<file path="src/rtl/imem_loader_pkg.sv">
`timescale 1ns/1ps
`default_nettype none
// +----------------------------------------------------------------------+
// | imem_loader_pkg : shared types and constants for the IM loader        |
// | Rev 1.0                                                               |
// +----------------------------------------------------------------------+
package imem_loader_pkg;

    localparam int WORD_BYTES = 4;
    localparam int LEN_W      = 16;
    localparam int LANE_W     = $clog2(WORD_BYTES);

    typedef enum logic [2:0] {
        IDLE = 3'd0,
        HDR0 = 3'd1,
        HDR1 = 3'd2,
        DATA = 3'd3,
        CHK  = 3'd4,
        DONE = 3'd5
    } state_t;

    function automatic logic is_accepting(input state_t s);
        return (s == HDR0) || (s == HDR1) || (s == DATA) || (s == CHK);
    endfunction

endpackage
`default_nettype wire

</file>
<file path="src/rtl/imem_loader_if.sv">
`timescale 1ns/1ps
`default_nettype none
// +----------------------------------------------------------------------+
// | imem_loader_if : byte-stream input and IM write port of the loader   |
// | Rev 1.0                                                               |
// +----------------------------------------------------------------------+
interface imem_loader_if #(
    parameter int ADDR_W = 6
);
    logic              in_valid;
    logic [7:0]        in_data;
    logic              in_ready;
    logic              im_we;
    logic [ADDR_W-1:0] im_waddr;
    logic [31:0]       im_wdata;

    // master: the loader itself; slave: byte source plus instruction memory
    modport master (
        input  in_valid, in_data,
        output in_ready, im_we, im_waddr, im_wdata
    );

    modport slave (
        output in_valid, in_data,
        input  in_ready, im_we, im_waddr, im_wdata
    );
endinterface
`default_nettype wire

</file>
<file path="src/rtl/imem_byte_packer.sv">
`timescale 1ns/1ps
`default_nettype none
// +----------------------------------------------------------------------+
// | imem_byte_packer : packs little-endian bytes into 32-bit words        |
// | Rev 1.0                                                               |
// +----------------------------------------------------------------------+
module imem_byte_packer
    import imem_loader_pkg::*;
(
    input  wire logic        clk,
    input  wire logic        reset,
    input  wire logic        clear,
    input  wire logic        byte_valid,
    input  wire logic [7:0]  byte_data,
    output logic             last_lane,
    output logic             word_valid,
    output logic [31:0]      word
);

    logic [LANE_W-1:0]           r_lane;
    logic [8*(WORD_BYTES-1)-1:0] r_shift;
    logic                        r_word_valid;
    logic [31:0]                 r_word;

    // Earlier bytes shift down so byte 0 ends up in the least significant lane.
    always_ff @(posedge clk or negedge reset) begin
        if (!reset) begin
            r_lane       <= '0;
            r_shift      <= '0;
            r_word_valid <= 1'b0;
            r_word       <= '0;
        end else begin
            r_word_valid <= 1'b0;
            if (clear) begin
                r_lane  <= '0;
                r_shift <= '0;
            end else if (byte_valid) begin
                r_shift <= {byte_data, r_shift[8*(WORD_BYTES-1)-1:8]};
                if (last_lane) begin
                    r_word       <= {byte_data, r_shift};
                    r_word_valid <= 1'b1;
                    r_lane       <= '0;
                end else begin
                    r_lane <= r_lane + 1'b1;
                end
            end
        end
    end

    assign last_lane  = (r_lane == LANE_W'(WORD_BYTES - 1));
    assign word_valid = r_word_valid;
    assign word       = r_word;

endmodule
`default_nettype wire

</file>
<file path="src/rtl/imem_loader.sv">
`timescale 1ns/1ps
`default_nettype none
// +----------------------------------------------------------------------+
// | imem_loader : byte-stream program loader driving the IM write port    |
// | Optional trailing checksum byte: define LOADER_CHECKSUM_EN. Rev 1.0   |
// +----------------------------------------------------------------------+
module imem_loader
    import imem_loader_pkg::*;
#(
    parameter int IM_DEPTH  = 64,
    parameter int ADDR_W    = 6,
    parameter int BASE_ADDR = 0
) (
    input  wire logic     clk,
    input  wire logic     reset,
    input  wire logic     start,
    imem_loader_if.master bus,
    output logic          busy,
    output logic          done,
    output logic          err
);

    localparam logic [LEN_W:0] c_max_len = (LEN_W + 1)'(IM_DEPTH - BASE_ADDR);

    state_t            r_state;
    state_t            w_next;
    logic [7:0]        r_len_lo;
    logic [LEN_W-1:0]  r_len;
    logic [LEN_W-1:0]  r_word_cnt;
    logic [ADDR_W-1:0] r_waddr;
    logic              r_done;
    logic              r_err;

    logic              w_ready;
    logic              w_accept;
    logic              w_data_accept;
    logic              w_start;
    logic              w_set_done;
    logic              w_set_err;
    logic              w_last_lane;
    logic              w_word_valid;
    logic [31:0]       w_word;
    logic [LEN_W-1:0]  w_hdr_len;
    logic [LEN_W-1:0]  w_cnt_next;

`ifdef LOADER_CHECKSUM_EN
    logic [7:0]        r_chk;
`endif

    assign w_ready       = is_accepting(r_state);
    assign w_accept      = bus.in_valid && w_ready;
    assign w_data_accept = w_accept && (r_state == DATA);
    assign w_hdr_len     = {bus.in_data, r_len_lo};
    assign w_cnt_next    = r_word_cnt + LEN_W'(1);

    imem_byte_packer u_packer (
        .clk        (clk),
        .reset      (reset),
        .clear      (w_start),
        .byte_valid (w_data_accept),
        .byte_data  (bus.in_data),
        .last_lane  (w_last_lane),
        .word_valid (w_word_valid),
        .word       (w_word)
    );

    always_comb begin
        w_next     = r_state;
        w_start    = 1'b0;
        w_set_done = 1'b0;
        w_set_err  = 1'b0;
        case (r_state)
            IDLE, DONE: begin
                if (start) begin
                    w_next  = HDR0;
                    w_start = 1'b1;
                end
            end
            HDR0: begin
                if (w_accept) w_next = HDR1;
            end
            HDR1: begin
                if (w_accept) begin
                    if (w_hdr_len == '0) begin
                        w_next     = DONE;
                        w_set_done = 1'b1;
                    end else if ({1'b0, w_hdr_len} > c_max_len) begin
                        w_next     = DONE;
                        w_set_done = 1'b1;
                        w_set_err  = 1'b1;
                    end else begin
                        w_next = DATA;
                    end
                end
            end
            DATA: begin
                if (w_accept && w_last_lane && (w_cnt_next == r_len)) begin
`ifdef LOADER_CHECKSUM_EN
                    w_next = CHK;
`else
                    w_next     = DONE;
                    w_set_done = 1'b1;
`endif
                end
            end
`ifdef LOADER_CHECKSUM_EN
            CHK: begin
                if (w_accept) begin
                    w_next     = DONE;
                    w_set_done = 1'b1;
                    w_set_err  = (bus.in_data != r_chk);
                end
            end
`endif
            default: w_next = IDLE;
        endcase
    end

    always_ff @(posedge clk or negedge reset) begin
        if (!reset) begin
            r_state    <= IDLE;
            r_len_lo   <= '0;
            r_len      <= '0;
            r_word_cnt <= '0;
            r_waddr    <= '0;
            r_done     <= 1'b0;
            r_err      <= 1'b0;
        end else begin
            r_state <= w_next;
            if (w_start) begin
                r_word_cnt <= '0;
                r_done     <= 1'b0;
                r_err      <= 1'b0;
            end else begin
                if (w_set_done) r_done <= 1'b1;
                if (w_set_err)  r_err  <= 1'b1;
            end
            if (w_accept && (r_state == HDR0)) r_len_lo <= bus.in_data;
            if (w_accept && (r_state == HDR1)) r_len    <= w_hdr_len;
            // Address is latched with the word so it lines up with the packer's strobe.
            if (w_data_accept && w_last_lane) begin
                r_word_cnt <= w_cnt_next;
                r_waddr    <= ADDR_W'(BASE_ADDR) + r_word_cnt[ADDR_W-1:0];
            end
        end
    end

`ifdef LOADER_CHECKSUM_EN
    always_ff @(posedge clk or negedge reset) begin
        if (!reset) begin
            r_chk <= '0;
        end else if (w_start) begin
            r_chk <= '0;
        end else if (w_data_accept) begin
            r_chk <= r_chk ^ bus.in_data;
        end
    end
`endif

    assign bus.in_ready = w_ready;
    assign bus.im_we    = w_word_valid;
    assign bus.im_waddr = r_waddr;
    assign bus.im_wdata = w_word;
    assign busy         = (r_state != IDLE) && (r_state != DONE);
    assign done         = r_done;
    assign err          = r_err;

endmodule
`default_nettype wire
</file>
<file path="src/flat_wrapper.sv">
// flat-port wrapper written by rule: the top's interface ports become plain ports
module imem_loader_flat import imem_loader_pkg::*;
#(
    parameter int IM_DEPTH  = 64,
    parameter int ADDR_W    = 6,
    parameter int BASE_ADDR = 0
)
  (clk, reset, start, busy, done, err, bus_in_valid, bus_in_data, bus_in_ready, bus_im_we, bus_im_waddr, bus_im_wdata);
  imem_loader_if #(.ADDR_W(ADDR_W)) bus_i ();
  input  wire logic clk;
  input  wire logic reset;
  input  wire logic start;
  output logic busy;
  output logic done;
  output logic err;
  input wire logic [$bits(bus_i.in_valid)-1:0] bus_in_valid;
  input wire logic [$bits(bus_i.in_data)-1:0] bus_in_data;
  output wire logic [$bits(bus_i.in_ready)-1:0] bus_in_ready;
  output wire logic [$bits(bus_i.im_we)-1:0] bus_im_we;
  output wire logic [$bits(bus_i.im_waddr)-1:0] bus_im_waddr;
  output wire logic [$bits(bus_i.im_wdata)-1:0] bus_im_wdata;
  assign bus_i.in_valid = bus_in_valid;
  assign bus_i.in_data = bus_in_data;
  assign bus_in_ready = bus_i.in_ready;
  assign bus_im_we = bus_i.im_we;
  assign bus_im_waddr = bus_i.im_waddr;
  assign bus_im_wdata = bus_i.im_wdata;
  imem_loader #(.IM_DEPTH(IM_DEPTH), .ADDR_W(ADDR_W), .BASE_ADDR(BASE_ADDR)) u_core (.clk(clk), .reset(reset), .start(start), .bus(bus_i), .busy(busy), .done(done), .err(err));
endmodule
</file>
<file path="config.mk">
export PLATFORM = sky130hd
export DESIGN_NAME = imem_loader_flat
export DESIGN_NICKNAME = d
export VERILOG_FILES = /design/src/rtl/imem_loader_pkg.sv /design/src/rtl/imem_loader_if.sv /design/src/rtl/imem_byte_packer.sv /design/src/rtl/imem_loader.sv /design/src/flat_wrapper.sv
export SDC_FILE = /design/constraint.sdc
export NUM_CORES = 1
export LEC_CHECK = 0
export BUFFER_PORTS_ARGS = -buffer_cell sky130_fd_sc_hd__buf_2
export CORE_MARGIN = 2
export CORE_UTILIZATION = 45
export DETAILED_ROUTE_END_ITERATION = 10
export GPL_TIMING_DRIVEN = 1
export PLACE_DENSITY = 0.74
export SLEW_MARGIN = 5
export SYNTH_ARGS = -nofsm -noshare
export SYNTH_HDL_FRONTEND = slang
export SYNTH_SLANG_ARGS = --single-unit
</file>
<file path="constraint.sdc">
create_clock -name clk -period 5.4 [get_ports clk]
set_input_delay 1.35 -clock clk [delete_from_list [all_inputs] [get_ports clk]]
set_output_delay 1.35 -clock clk [all_outputs]
set_load 0.01 [all_outputs]
</file>
==> Yosys cells after proc, flatten, opt, wreduce, memory -nomap -nowiden <==
Cells that the tools add are included.
{ "op_classes": {"addsub": 2, "n_lt_le_gt_ge": 1, "n_eq_ne": 12, "n_mux": 31, "n_bitwise": 1, "reduce_logical": 21} }
{ "op_table": {"columns": ["cell", "count"], "rows": [
  ["two-way mux 24 bit", 2],
  ["two-way mux 16 bit", 2],
  ["two-way mux 3 bit", 6],
  ["adder 16 x 1 -> 16 bit (second input constant)", 1],
  ["equality test 16 bit", 1],
  ["> comparator 16 x 7 -> 1 bit (second input constant)", 1],
  ["zero test 16 bit", 1],
  ["two-way mux 1 bit", 16],
  ["one-hot mux 3 bit (4 select lines)", 1],
  ["logical AND 1 bit", 8],
  ["nonzero test 2 bit", 4],
  ["equality test 3 x 2 -> 1 bit (second input constant)", 2],
  ["equality test 3 bit (second input constant)", 2],
  ["two-way mux 2 bit", 3],
  ["!= test 2 x 1 -> 1 bit (second input constant)", 2],
  ["!= test 2 bit (second input constant)", 2],
  ["AND reduction 4 bit", 1],
  ["equality test 3 x 1 -> 1 bit (second input constant)", 1],
  ["zero test 3 bit", 1],
  ["logical OR 1 bit", 3],
  ["!= test 3 bit (second input constant)", 1],
  ["AND reduction 3 bit", 1],
  ["nonzero test 3 bit", 1],
  ["adder 2 x 1 -> 2 bit (second input constant)", 1],
  ["other kinds (4)", 4]
]} }
{ "totals": {"regBits": 110, "input_bits": 12, "output_inout_bits": 43, "word_cells": 79} }

==> Longest topological paths before layout <==
{ "logic_depth": {"ltp_word": 11, "depth_mapped": 9} }

==> By module <==
From an unflattened synthesis, not the netlist that was laid out.
{ "unflattened": {"hier_cells": 465, "hier_area_um2": 5340.1} }
{ "modules_own_cells": {"columns": ["module", "instances", "cells_per_inst", "area_each_um2", "seq_area_each_um2"], "rows": [
  ["imem_loader", 1, 310, 2926.6, 1276.2],
  ["imem_byte_packer", 1, 155, 2413.6, 1476.4]
]} }

==> Worst setup path before layout <==
No wires, ideal clock.
{ "synth_timing": {"path_type": "input port to flip-flop", "startpoint": "in bus_in_valid", "endpoint": "reg u_core.r_len[10]", "t_arrival_ps": 2891, "required_time_ps": 5275, "setup_slack_ps": 2384, "cell_stages": 5, "path_cell_list": "clkbuf_1 -> inv_1 -> nor4b_2 -> buf_2 -> mux2_2"} }
{ "synth_between": {"elab_chain_len": 2} }
{ "synth_rtl": {"columns": ["element", "line_no", "source"], "rows": [
  ["start: declaration", "flat_wrapper.sv:16", "input wire logic [$bits(bus_i.in_valid)-1:0] bus_in_valid;"],
  ["logical AND 1 bit", "imem_loader.sv:51", "assign w_accept = bus.in_valid && w_ready;"],
  ["logical AND 1 bit", "imem_loader.sv:139", "if (w_accept && (r_state == HDR1)) r_len <= w_hdr_len;"],
  ["end signal: assignment", "imem_loader.sv:139", null],
  ["end: declaration", "imem_loader.sv:28", "logic [LEN_W-1:0] r_len;"]
]} }
No other way between the ends.
A chain may end at the register's enable or synchronous reset.

==> Worst setup path after layout <==
{ "layout_timing": {"startpoint": "in bus_in_valid", "endpoint": "reg u_core.r_word_cnt[10]"} }
{ "layout_between": {"elab_chain_len": 4} }
{ "layout_rtl": {"columns": ["element", "line_no", "source"], "rows": [
  ["logical AND 1 bit (*)", "imem_loader.sv:51", null],
  ["logical AND 1 bit (*)", "imem_loader.sv:52", "assign w_data_accept = w_accept && (r_state == DATA);"],
  ["logical AND 1 bit (*)", "imem_loader.sv:141", "if (w_data_accept && w_last_lane) begin"],
  ["two-way mux 16 bit / nonzero test 2 bit (equally long branches)", null, null],
  ["end signal: assignment", "imem_loader.sv:142", "r_word_cnt <= w_cnt_next;"],
  ["end: declaration", "imem_loader.sv:29", "logic [LEN_W-1:0] r_word_cnt;"]
]} }
Mark *: on every way between the ends. The rest lies on a longest branch, timed or not.

==> flow_summary_export.csv <==
group,metric,value,unit
logic_synthesis,yosys_warnings,0,
worst_setup_path,r2r-end,"u_core.r_state[1]$_DFFE_PN0P_",
flow_run,cap_violations,0,
sta,rsz0062_at_grt,"false",
logic_synthesis,syn_area,5040,um^2
sta,setup_viol,0,
global_route,overflow,0,
sta,fmax,308,MHz
logic_synthesis,synth_edf_count,0,
finish,fin_util,0.511,
pwr,ir_worst_vdd,0.000260,V
detailed_routing,route.detailed.drc,0,
logic_synthesis,synthFlopType,"dfrtp_1",
clock_tree,cts-htree-levels,3,
logic_synthesis,synth_cells,534,
clock_tree,cts_hold_buf,0,
logic_synthesis,synth_cell_types,46,
detailed_routing,drt_iter0_drc,349,
floorplanning,start_util,0.463,
logic_synthesis,synthArstFlopShare,1.00,
worst_setup_path,start_kind,"input port",
detailed_routing,routed_wl,11000,um
min_path,min_path_type,"register to register",
global_route,grt_pass1_vias,3792,
clock_tree,root_buffer,"clkbuf_8",
worst_setup_path,crit_path_end_kind,"register",
pwr,leakagePower,2.74,nW
clock_tree,cts.sinks,110,
clock_tree,cts_buffers,9,
detailed_routing,drtPass1Iterations,5,
detailed_routing,vias,3947,
finish,final_common_cell,"nand2_1",
clock_tree,clkTransAtPathRegs,0.10,ns
sta,timing.final.ws_setup,2.15,ns
worst_setup_path,r2r_start,"u_core.r_word_cnt[0]$_DFFE_PN0P_",
sta,setup_tns,0,ns
floorplanning,num_rows,38,
placement,pre_cts_slack,1.80,ns
clock_tree,cts_tree,"done",
clock_tree,postCtsResizedCells,0,
worst_setup_path,crit_required,5.67,ns
worst_setup_path,reg2reg_slack,2.65,ns
clock_tree,post_cts_buffers,0,
sta,finalCritPeriodShare,0.601,
logic_synthesis,ys_seq_area_frac,0.546,
global_route,grt_pass1_wl,18200,um
clock_tree,clock_latency,0.36,ns
global_route,grtUsageTotal,0.194,
placement,place_area,5380,um^2
worst_setup_path,cp_top_family,"simple AND/OR/NAND/NOR gates",
sta,finalCriticalPeriod,3.25,ns
min_path,hold_depth,2,
floorplanning,die_h,110,um
clock_tree,clockBufferDepth,2,
placement,dp_hpwl,7730,um
finish,area_growth,10.4,%
placement,gp_congestion,0.841,
sta,hold_slack,0.475,ns
finish,stdcell_count,715,
sta,finalHoldViolations,0,
sta,slew_violations,0,
global_route,antenna_found_initial,0,
logic_synthesis,synth_fp_nets,548,
floorplanning,core,10900,um^2
worst_setup_path,crit_cells,7,
finish,stdcell_area,5560,um^2
sta,worstMarginPinSlew,1.07,ns
floorplanning,die_w,110,um
pwr,p_per_area,373,nW/um^2
worst_setup_path,cp_max_fo,39,
worst_setup_path,crit_path_start,"bus_in_valid",
worst_setup_path,r2r_cells,7,
floorplanning,die_area,12100,um^2
finish,final_cell_mix,"176 x nand2_1, 110 x dfrtp_1, 57 x o21ai_0, 53 x buf_2, 24 x mux2_2",
finish,fin_nets,586,
sta,slew_headroom,0.284,
detailed_routing,wire_per_inst,15.3,um
finish,num_antenna_cells,0,
worst_setup_path,endpoint,"u_core.r_word_cnt[10]$_DFFE_PN0P_",
floorplanning,ios,55,
finish,drive_gt1_frac,0.179,
worst_setup_path,arrival,3.52,ns
worst_setup_path,path_class,"input port to register",
placement,port_buffers,54,
finish,nFillCells,999,
status,status,"completed",
sta,clock_skew,0.0170,ns
worst_setup_path,worst_path_max_delay_cell,"and4b_1",
logic_synthesis,synth.avg_cell_area,9.44,um^2
detailed_routing,ant_nets,0,
worst_setup_path,path_cells,"buf_2 > and4b_1 > nand2_2 > inv_1 > buf_4 > nand2_1 > o31ai_1",
detailed_routing,vias_per_cell,5.52,
worst_setup_path,slowest_delay,0.87,ns
global_route,grt_max_degree,80,
logic_synthesis,ys_ff_latch,110,
pwr,fin_total_pwr,2.07,mW
placement,post-place-cells,701,
worst_setup_path,path_buf_inv,3,
worst min-delay path by stage:
stage               slack [ns]                              startpoint                                   end
global route              0.51  u_core.u_packer.r_shift[2]$_DFFE_PN0P_   u_core.u_packer.word[2]$_DFFE_PN0P_
floorplan                 0.44  u_core.u_packer.r_shift[0]$_DFFE_PN0P_   u_core.u_packer.word[0]$_DFFE_PN0P_
finish                    0.48      u_core.bus.im_waddr[2]$_DFFE_PN0P_    u_core.bus.im_waddr[2]$_DFFE_PN0P_
global placement          0.46  u_core.u_packer.r_shift[3]$_DFFE_PN0P_   u_core.u_packer.word[3]$_DFFE_PN0P_
detailed placement        0.46    u_core.u_packer.word[20]$_DFFE_PN0P_  u_core.u_packer.word[20]$_DFFE_PN0P_
CTS                       0.48      u_core.bus.im_waddr[2]$_DFFE_PN0P_    u_core.bus.im_waddr[2]$_DFFE_PN0P_
cell usage after synthesis, types with 2 or more instances:
cell / number / area share
nand2b_1: 3 / 0.0037
xnor2_1: 16 / 0.028
mux2_2: 24 / 0.054
and3_1: 4 / 0.0050
nor2_1: 18 / 0.013
o41ai_1: 3 / 0.0052
and4_1: 3 / 0.0052
nor4_1: 2 / 0.0025
xor2_1: 5 / 0.0087
a31oi_1: 6 / 0.0075
nor2b_1: 4 / 0.0050
o21ai_0: 57 / 0.057
o31ai_1: 6 / 0.0089
nand3_1: 9 / 0.0089
o311a_1: 2 / 0.0040
and3b_1: 2 / 0.0035
nand2_1: 177 / 0.13
inv_1: 5 / 0.0037
nand4_1: 7 / 0.0087
nor3_1: 6 / 0.0060
or3_1: 2 / 0.0025
ha_1: 2 / 0.0050
buf_2: 9 / 0.0089
dfrtp_1: 110 / 0.55
clkbuf_1: 16 / 0.012
a21oi_1: 11 / 0.011
o21bai_1: 2 / 0.0030
buf_4: 3 / 0.0045
buf_1: 3 / 0.0022
routing by layer:
layer,GRT usage,vias up,wire length (um),share of wire
met2,0.315,120,5220,0.48
met1,0.265,1937,5000,0.46
li1,-,1876,-,-
met4,0.0633,0,146,0.013
met3,0.0314,14,607,0.055
met5,0,-,0,0
area by class of cell:
class | instances | area (um^2) | share of cell area
clock inverters | 4 | 42.5 | 0.00765
well taps | 140 | 175 | 0.0315
inverters | 5 | 18.8 | 0.00337
clock buffers | 10 | 138 | 0.0247
multi-input cells | 387 | 2130 | 0.382
flip-flops and latches | 110 | 2750 | 0.495
repair buffers | 59 | 310 | 0.0558
tightest hold or removal path: stages (launching register included):
cell and delay, ns:
dfrtp_1 0.35, nand2_1 0.05, nand2_1 0.05
state kept, by name, indices dropped and copies added (netlist names):
register,flops
u_core.u_packer.word_valid,1
u_core.r_len_lo,8
u_core.r_word_cnt,16
u_core.done,1
u_core.u_packer.r_shift,24
u_core.u_packer.r_lane,2
u_core.err,1
u_core.r_len,16
u_core.r_state,3
u_core.u_packer.word,32
u_core.bus.im_waddr,6
power breakdown:
group,switching (mW),internal [mW]
Combinational,0.254,0.237
Sequential,0.152,0.975
Clock,0.273,0.184
kinds of logic after synthesis:
family	after synthesis	share of synthesized area
compound gates	95	0.110
buf+inv	37	0.0323
simple gates	245	0.216
fa+ha+maj	2	0.00497
mux	24	0.0536
xor+xnor	21	0.0365
flops	110	0.546
Power figures use the tool's default switching activity.
